[config.mk]
export PLATFORM = sky130hd
export DESIGN_NAME = switch_arbiter_flat
export DESIGN_NICKNAME = d
export VERILOG_FILES = /design/src/rtl/switch_arbiter_if.sv /design/src/rtl/switch_arbiter.sv /design/src/flat_wrapper.sv
export SDC_FILE = /design/constraint.sdc
export NUM_CORES = 1
export LEC_CHECK = 0
export ABC_AREA = 1
export BUFFER_PORTS_ARGS = -buffer_cell sky130_fd_sc_hd__buf_2
export CORE_MARGIN = 1.5
export CORE_UTILIZATION = 35
export CTS_BUF_LIST = sky130_fd_sc_hd__clkbuf_2 sky130_fd_sc_hd__clkbuf_4 sky130_fd_sc_hd__clkbuf_8
export DETAILED_ROUTE_END_ITERATION = 8
export PLACE_DENSITY = 0.67
export REMOVE_ABC_BUFFERS = 1
export SLEW_MARGIN = 10
export SYNTH_ARGS = -nofsm -noshare
export SYNTH_HDL_FRONTEND = slang
export SYNTH_SLANG_ARGS = --single-unit
export TNS_END_PERCENT = 10
[constraint.sdc]
create_clock -name clk -period 2.05 [get_ports clk]
set_input_delay 0.1025 -clock clk [delete_from_list [all_inputs] [get_ports clk]]
set_output_delay 0.1025 -clock clk [all_outputs]
set_load 0.03 [all_outputs]
[src/rtl/switch_arbiter_if.sv]
// Handshake bundle between one 4:1 switch output, its four upstream requesters
// and the downstream link. The slave modport is the arbiter's view.
interface switch_arbiter_if;
    logic [3:0] in_valid;
    logic [3:0] in_last;
    logic [3:0] in_ready;
    logic [3:0] sel;
    logic       out_valid;
    logic       out_last;
    logic       out_ready;

    modport master (
        output in_valid,
        output in_last,
        output out_ready,
        input  in_ready,
        input  sel,
        input  out_valid,
        input  out_last
    );

    modport slave (
        input  in_valid,
        input  in_last,
        input  out_ready,
        output in_ready,
        output sel,
        output out_valid,
        output out_last
    );
endinterface

[src/rtl/switch_arbiter.sv]
// Packet-locked arbiter for one NoC switch output: round-robin or static route,
// drives the one-hot switch select and all valid/ready handshaking.
module switch_arbiter #(
    parameter int DATA_WIDTH = 16
) (
    input  logic             clk,
    input  logic             rst,
    input  logic             cfg_we,
    input  logic             cfg_mode,
    input  logic [3:0]       cfg_src,
    output logic             cfg_err,
    switch_arbiter_if.slave  bus
);

    typedef enum logic {
        IDLE,
        GRANT
    } state_e;

    // The data path lives in the switch; the width only guards the instantiation.
    if (DATA_WIDTH < 1) begin : g_bad_data_width
    end

    state_e     state_q, state_d;
    logic [1:0] g_q, g_d;
    logic [3:0] sel_q, sel_d;
    logic       mode_q, mode_d;
    logic [3:0] src_q, src_d;
    logic [1:0] rr_ptr_q, rr_ptr_d;
    logic       cfg_err_q, cfg_err_d;
    logic       pend_valid_q, pend_valid_d;
    logic       pend_mode_q, pend_mode_d;
    logic [3:0] pend_src_q, pend_src_d;

    logic       cfg_onehot;
    logic       cfg_ok;
    logic       dyn_found;
    logic [1:0] dyn_idx;
    logic [1:0] scan_idx;
    logic       end_of_packet;
    logic       granted;

    function automatic logic [1:0] onehot_to_idx(input logic [3:0] oh);
        logic [1:0] idx;
        idx = 2'd0;
        case (oh)
            4'b0010: idx = 2'd1;
            4'b0100: idx = 2'd2;
            4'b1000: idx = 2'd3;
            default: idx = 2'd0;
        endcase
        return idx;
    endfunction

    always_comb begin
        cfg_onehot = (cfg_src != 4'b0000) && ((cfg_src & (cfg_src - 4'd1)) == 4'b0000);
        cfg_ok     = cfg_we && cfg_onehot;

        // Scan from the highest offset down so the nearest requester to rr_ptr wins.
        dyn_found = 1'b0;
        dyn_idx   = rr_ptr_q;
        scan_idx  = rr_ptr_q;
        for (int i = 3; i >= 0; i--) begin
            scan_idx = rr_ptr_q + 2'(i);
            if (bus.in_valid[scan_idx]) begin
                dyn_found = 1'b1;
                dyn_idx   = scan_idx;
            end
        end

        end_of_packet = (state_q == GRANT) && bus.in_valid[g_q] && bus.out_ready
                        && bus.in_last[g_q];

        state_d      = state_q;
        g_d          = g_q;
        sel_d        = sel_q;
        mode_d       = mode_q;
        src_d        = src_q;
        rr_ptr_d     = rr_ptr_q;
        cfg_err_d    = cfg_err_q || (cfg_we && !cfg_onehot);
        pend_valid_d = pend_valid_q;
        pend_mode_d  = pend_mode_q;
        pend_src_d   = pend_src_q;

        case (state_q)
            IDLE: begin
                if (cfg_ok) begin
                    mode_d = cfg_mode;
                    src_d  = cfg_src;
                end
                if (!mode_q && dyn_found) begin
                    state_d = GRANT;
                    g_d     = dyn_idx;
                    sel_d   = 4'b0001 << dyn_idx;
                end else if (mode_q && ((bus.in_valid & src_q) != 4'b0000)) begin
                    state_d = GRANT;
                    g_d     = onehot_to_idx(src_q);
                    sel_d   = src_q;
                end
            end
            GRANT: begin
                if (cfg_ok) begin
                    pend_valid_d = 1'b1;
                    pend_mode_d  = cfg_mode;
                    pend_src_d   = cfg_src;
                end
                // A write landing on the final beat is folded in on the same edge.
                if (end_of_packet) begin
                    state_d = IDLE;
                    sel_d   = 4'b0000;
                    if (!mode_q) begin
                        rr_ptr_d = g_q + 2'd1;
                    end
                    if (pend_valid_d) begin
                        mode_d = pend_mode_d;
                        src_d  = pend_src_d;
                    end
                    pend_valid_d = 1'b0;
                end
            end
            default: begin
                state_d = IDLE;
                sel_d   = 4'b0000;
            end
        endcase
    end

    always_ff @(posedge clk) begin
        if (rst) begin
            state_q      <= IDLE;
            g_q          <= 2'd0;
            sel_q        <= 4'b0000;
            mode_q       <= 1'b0;
            src_q        <= 4'b0001;
            rr_ptr_q     <= 2'd0;
            cfg_err_q    <= 1'b0;
            pend_valid_q <= 1'b0;
            pend_mode_q  <= 1'b0;
            pend_src_q   <= 4'b0001;
        end else begin
            state_q      <= state_d;
            g_q          <= g_d;
            sel_q        <= sel_d;
            mode_q       <= mode_d;
            src_q        <= src_d;
            rr_ptr_q     <= rr_ptr_d;
            cfg_err_q    <= cfg_err_d;
            pend_valid_q <= pend_valid_d;
            pend_mode_q  <= pend_mode_d;
            pend_src_q   <= pend_src_d;
        end
    end

    // Handshake is masked during reset so no beat slips through the reset cycle.
    assign granted       = (state_q == GRANT) && !rst;
    assign bus.out_valid = granted && bus.in_valid[g_q];
    assign bus.out_last  = granted && bus.in_last[g_q];
    assign bus.in_ready  = (granted && bus.out_ready) ? (4'b0001 << g_q) : 4'b0000;
    assign bus.sel       = sel_q;
    assign cfg_err       = cfg_err_q;

endmodule

[src/flat_wrapper.sv]
// flat-port wrapper written by rule: the top's interface ports become plain ports
module switch_arbiter_flat 
#(
    parameter int DATA_WIDTH = 16
)
  (clk, rst, cfg_we, cfg_mode, cfg_src, cfg_err, bus_in_valid, bus_in_last, bus_out_ready, bus_in_ready, bus_sel, bus_out_valid, bus_out_last);
  switch_arbiter_if bus_i ();
  input  logic clk;
  input  logic rst;
  input  logic cfg_we;
  input  logic cfg_mode;
  input  logic [3:0] cfg_src;
  output logic cfg_err;
  input wire logic [$bits(bus_i.in_valid)-1:0] bus_in_valid;
  input wire logic [$bits(bus_i.in_last)-1:0] bus_in_last;
  input wire logic [$bits(bus_i.out_ready)-1:0] bus_out_ready;
  output wire logic [$bits(bus_i.in_ready)-1:0] bus_in_ready;
  output wire logic [$bits(bus_i.sel)-1:0] bus_sel;
  output wire logic [$bits(bus_i.out_valid)-1:0] bus_out_valid;
  output wire logic [$bits(bus_i.out_last)-1:0] bus_out_last;
  assign bus_i.in_valid = bus_in_valid;
  assign bus_i.in_last = bus_in_last;
  assign bus_i.out_ready = bus_out_ready;
  assign bus_in_ready = bus_i.in_ready;
  assign bus_sel = bus_i.sel;
  assign bus_out_valid = bus_i.out_valid;
  assign bus_out_last = bus_i.out_last;
  switch_arbiter #(.DATA_WIDTH(DATA_WIDTH)) u_core (.clk(clk), .rst(rst), .cfg_we(cfg_we), .cfg_mode(cfg_mode), .cfg_src(cfg_src), .cfg_err(cfg_err), .bus(bus_i));
endmodule
== Word level (Yosys, flattened, before mapping) ==
Cells that the tools add are included.

* Flip-flop bits (word level): 21
* Bits of input ports: 17
* Word-level logic and storage cells: 102

* Add/sub/neg operators: 5
* $lt $le $gt $ge: 5
* Equal/unequal tests: 7
* Shift-type cells: 2
* Mux-type cells: 45
* Bitwise logic cells: 4
* Reductions and logical operators: 24

{| class="wikitable"
|+ Operator list
! operator !! number
|-
| $mux 4 || 8
|-
| $mux 1 || 20
|-
| $pmux 4 s2 || 2
|-
| $lt 2x3->1 const B || 5
|-
| $bmux 1 s2 || 6
|-
| $logic_and 1x1->1 || 12
|-
| $mux 2 || 6
|-
| $and 4x4->4 || 2
|-
| $reduce_bool 4->1 || 2
|-
| $shl 1x2->4 const A || 2
|-
| $pmux 2 s3 || 1
|-
| $reduce_and 3->1 || 2
|-
| $add 2x1->2 const B || 2
|-
| $add 2x2->2 const B || 2
|-
| $eq 4x2->1 const B || 1
|-
| $eq 4x3->1 const B || 1
|-
| $eq 4x4->1 const B || 1
|-
| $logic_not 4->1 || 1
|-
| $ne 2x2->1 const B || 2
|-
| $pmux 1 s2 || 2
|-
| $reduce_and 2->1 || 2
|-
| $sub 4x1->4 const B || 1
|-
| $logic_not 1->1 || 3
|-
| $ne 3x1->1 const B || 1
|-
| 4 further kinds || 5
|}

== Logic depth before layout (Yosys ltp) ==
* Word-level depth: 10
* Depth in mapped cells: 15
* Mapped depth without buffers: 14

== Worst setup path before layout ==
Ideal clock, no wire load.

* Path kind: register to register
* Start point: reg u_core.rr_ptr_q[0]
* End point: reg u_core.g_q[0]
* Arrival time: 1.295 ns
* Required time: 1.929 ns
* Setup slack: 0.634 ns
* Cell stages (with the launch flop): 13
* Path buffers: 1
* Period minus slack after synthesis: 1.416 ns
* Cells stage by stage: dfxtp_1 buf_6 inv_6 nand2_2 and2_1 nor2_1 nand2_1 nand2_4 nand2_2 nand2_4 inv_2 o21ai_1 a21oi_1

* Longest elaborated chain between the ends: 10

{| class="wikitable"
|+ Ends and longest elaborated chain
! element !! line !! RTL
|-
| start: declaration || switch_arbiter.sv:29 || <nowiki>logic [1:0] rr_ptr_q, rr_ptr_d;</nowiki>
|-
| start signal: assignment || switch_arbiter.sv:146 || <nowiki>rr_ptr_q <= rr_ptr_d;</nowiki>
|-
| $add 2x2->2 || switch_arbiter.sv:64 || <nowiki>scan_idx = rr_ptr_q + 2'(i);</nowiki>
|-
| $bmux 1 s2 || switch_arbiter.sv:65 || <nowiki>if (bus.in_valid[scan_idx]) begin</nowiki>
|-
| $mux 1 (not written as such) || switch_arbiter.sv:65 ||
|-
| $mux 1 (4 in a row) || switch_arbiter.sv:65 ||
|-
| $logic_and 1x1->1 || switch_arbiter.sv:91 || <nowiki>if (!mode_q && dyn_found) begin</nowiki>
|-
| $reduce_bool 2->1 (no line) || n/a ||
|-
| $reduce_and 2->1 (no line) || n/a ||
|-
| end signal: assignment || switch_arbiter.sv:142 || <nowiki>g_q <= g_d;</nowiki>
|-
| end: declaration || switch_arbiter.sv:25 || <nowiki>logic [1:0] g_q, g_d;</nowiki>
|}

Several ways; a longest one is shown, not always the timed one. The select of a mux whose other input is x is not followed.
A chain may end at the register's enable or synchronous reset.

== Final worst setup path ==
Ends and elaborated chain as after synthesis.

==> impl_metrics.ini <==
[worst_hold_path]
min_path_cells = 3
hold_path_end = u_core.cfg_err
hold_start = cfg_we
hp-class = input port to register

[pwr]
p_switching_mw = 0.4615
p_sw_share_pct = 38.87
p_leak_nw = 0.8489
p_int_mw = 0.7259
share_comb_of_total_power_pct = 34.9
ir_drop_mv = 0.6201
powerDensity_nw_per_um2 = 696.8
pwr-share-clk_pct = 24.3
seq_power_share_pct = 40.8

[cells_and_area]
fill_cells = 464
diodes = 0
multi_input_area_sq_um = 885.9
num-nets-final = 289
final_cells = 317
syn2layout_area_growth_pct = 15.62
drive_gt1_share_pct = 19.10
regArea_sq_um = 420.4

[clock_tree]
clk_latency_ns = 0.27
postCtsResizedCells = 0
htree_levels = 1
postCtsHoldBufs = 0
cts_root_buf = clkbuf_8
cts_buffer_depth = 2
clkSlewWorstSetupHoldPaths_ns = 0.08
numCtsBuffers = 3
cts_tree = yes
post_cts_buffers = 0
cts.sinks = 21

[global_routing]
grt_usage_pct = 15.77
grt_pass1_wl_um = 5616
grt_pass1_vias = 1336
grt_overflow_total = 0
grt_max_degree = 14
grt_antenna_before_repair = 0

[synth]
synth-warning-count = 0
synth_top_family_by_area = simple AND/OR/NAND/NOR gates
synthFlopType = dfxtp_1
synth_simple_gate_area_share_pct = 37.27
synth_edf_count = 0
synth_compound_area_share_pct = 19.44
synth_area_sq_um = 1474
synth.area.top_cells = dfxtp_1 29%, nand2_1 18%, inv_1 6.9%
ys_async_sr_fraction_pct = 0
synth.area.mux_share_pct = 0
synth-xor-area-share_pct = 0
avgSynthCellArea_sq_um = 6.167
synth_adder_area_share_pct = 3.396
syn_inst = 239
synth_seq_cells = 21
ys_seq_area_share_pct = 28.52
synth_top_area_share_pct = 28.52
synth_largest_area_cell = dfxtp_1
ys_types = 28
netlist_top_cells_count = 72 x nand2_1, 27 x inv_1, 22 x nor2_1
synth.most_common_cell = nand2_1

[die]
io_pins = 28
rows = 23
dieArea_sq_um = 4610
initial_core_util_pct = 36.58
coreArea_sq_um = 4029
fp.dieW_um = 67.90
die_y_um = 67.90

[worst_setup_path]
worst-setup-path-type = register to register
critPathArrivalTime_ns = 1.89
worstSetupEndpointType = register
worst-path-max-fanout = 9
worstReg2RegStart = u_core.rr_ptr_q[0]
worstPathRequired_ns = 2.21
timing.rr.end = u_core.g_q[0]
rrSetupSlack_ns = 0.32
r2r.worst_path.cells = 10
worst_setup_path_start_kind = register

[route]
totalWireLength_um = 3270
wl_per_cell_um = 10.32
dr.pass1.iters = 4
drtAntennaViolNets = 0
routed_via_density = 4.726
vias = 1498
drt_iter0_drc = 39
drcViolationCount = 0

[sta]
rsz0062_at_grt = false
max_clock_freq_mhz = 577.3
timing.hold.ws_ns = 0.08354
fin_skew_ns = 0.001891
relSlewSlack_pct = 72.68
worst_pin_slew_ns = 0.4093
hold_viol = 0
post-route-period-util_pct = 84.49
setup_viol = 0
slew_viol_final = 0
fin_tns_setup_ns = 0
setup_ws_ns = 0.3179
min_period_ns = 1.732

[placement]
dpl.hpwl_um = 2605
io_buffers = 27
dp.cells = 313
gp_congestion = 0.7822
place_ws_ns = 0.3384

[job]
drv_cap = 0

[status]
status = complete, no violations
stage by stage:
stage / cell area, sq um / power, mW / util [%]
6_report: 1704 / 1.187 / 42.30
5_1_grt: 1704 / 1.287 / 42.30
4_1_cts: 1704 / 1.203 / 42.30
3_5_place_dp: 1655 / 0.9124 / 41.09
3_3_place_gp: 1655 / 0.9072 / 41.09
2_1_floorplan: 1443 / 0.8021 / -
power groups by stage:
| stage | Combinational [mW] | Clock [mW] | Sequential [mW] |
|---|---|---|---|
| final | 0.415 | 0.288 | 0.485 |
| after global placement | 0.413 | 0 | 0.494 |
| after detailed placement | 0.418 | 0 | 0.494 |
| after floorplan | 0.288 | 0 | 0.514 |
| after global routing | 0.478 | 0.319 | 0.490 |
| after CTS | 0.420 | 0.299 | 0.485 |
worst max-delay path by stage:
stage | from | end | slack [ns]
2_1_floorplan | u_core.rr_ptr_q[0] | u_core.g_q[0] | 0.54
3_3_place_gp | u_core.rr_ptr_q[0] | u_core.g_q[0] | 0.34
3_5_place_dp | u_core.rr_ptr_q[0] | u_core.g_q[0] | 0.34
4_1_cts | u_core.rr_ptr_q[0] | u_core.g_q[0] | 0.32
5_1_grt | u_core.rr_ptr_q[0] | u_core.bus.sel[1] | 0.09
6_report | u_core.rr_ptr_q[0] | u_core.g_q[0] | 0.32
logic make-up (layout without fill, tap and decap cells):
kind of cell | count (synthesis) | after routing
buf+inv | 40 | 68
compound gates | 50 | 50
flops | 21 | 21
fa+ha+maj | 4 | 4
simple gates | 124 | 124
area by class of cell:
cell class                 count  share of cell area, %
inverter                      35                  8.003
timing repair buffer          29                  8.811
sequential                    21                  24.67
clock buffer                   3                  2.423
multi-input combinational    178                  51.98
clock inverter                 1                 0.4405
tap                           50                  3.671
critical path, stage by stage (launching register included):
cell and delay, ns:
dfxtp_1 0.58, nand2_1 0.13, and2_1 0.19, nor2_1 0.08, nand2_1 0.09, nand2_4 0.12, nand2_2 0.08, nand2_4 0.11
inv_2 0.07, o21ai_1 0.12, a21oi_1 0.05
registers in the layout, indices dropped and copies added, names as in the netlist:
name	count
u_core.bus.sel	4
u_core.pend_mode_q	1
u_core.mode_q	1
u_core.cfg_err	1
u_core.pend_src_q	4
u_core.g_q	2
u_core.rr_ptr_q	2
u_core.state_q	1
u_core.pend_valid_q	1
u_core.src_q	4
placed cells by master, fill, tap and decap left out, types with 3 or more instances in the layout:
cell type | Yosys | layout
a211oi_1 | 3 | 3
a21oi_1 | 18 | 18
buf_2 | 0 | 27
clkbuf_8 | 0 | 3
dfxtp_1 | 21 | 21
ha_1 | 4 | 4
inv_1 | 27 | 27
inv_2 | 6 | 6
nand2_1 | 72 | 72
nand2_2 | 5 | 5
nand2_4 | 4 | 4
nand3_1 | 17 | 17
nor2_1 | 22 | 22
o211ai_1 | 6 | 6
o21ai_0 | 14 | 14
o21ai_1 | 3 | 3
metal layers:
| layer | routed length, um | GRT usage [%] |
|---|---|---|
| met5 | 0 | 0 |
| met4 | 13 | 2.250 |
| met3 | 109 | 3.454 |
| met2 | 1560 | 29.17 |
| met1 | 1586 | 19.01 |
(Power assumes the default switching activity.)
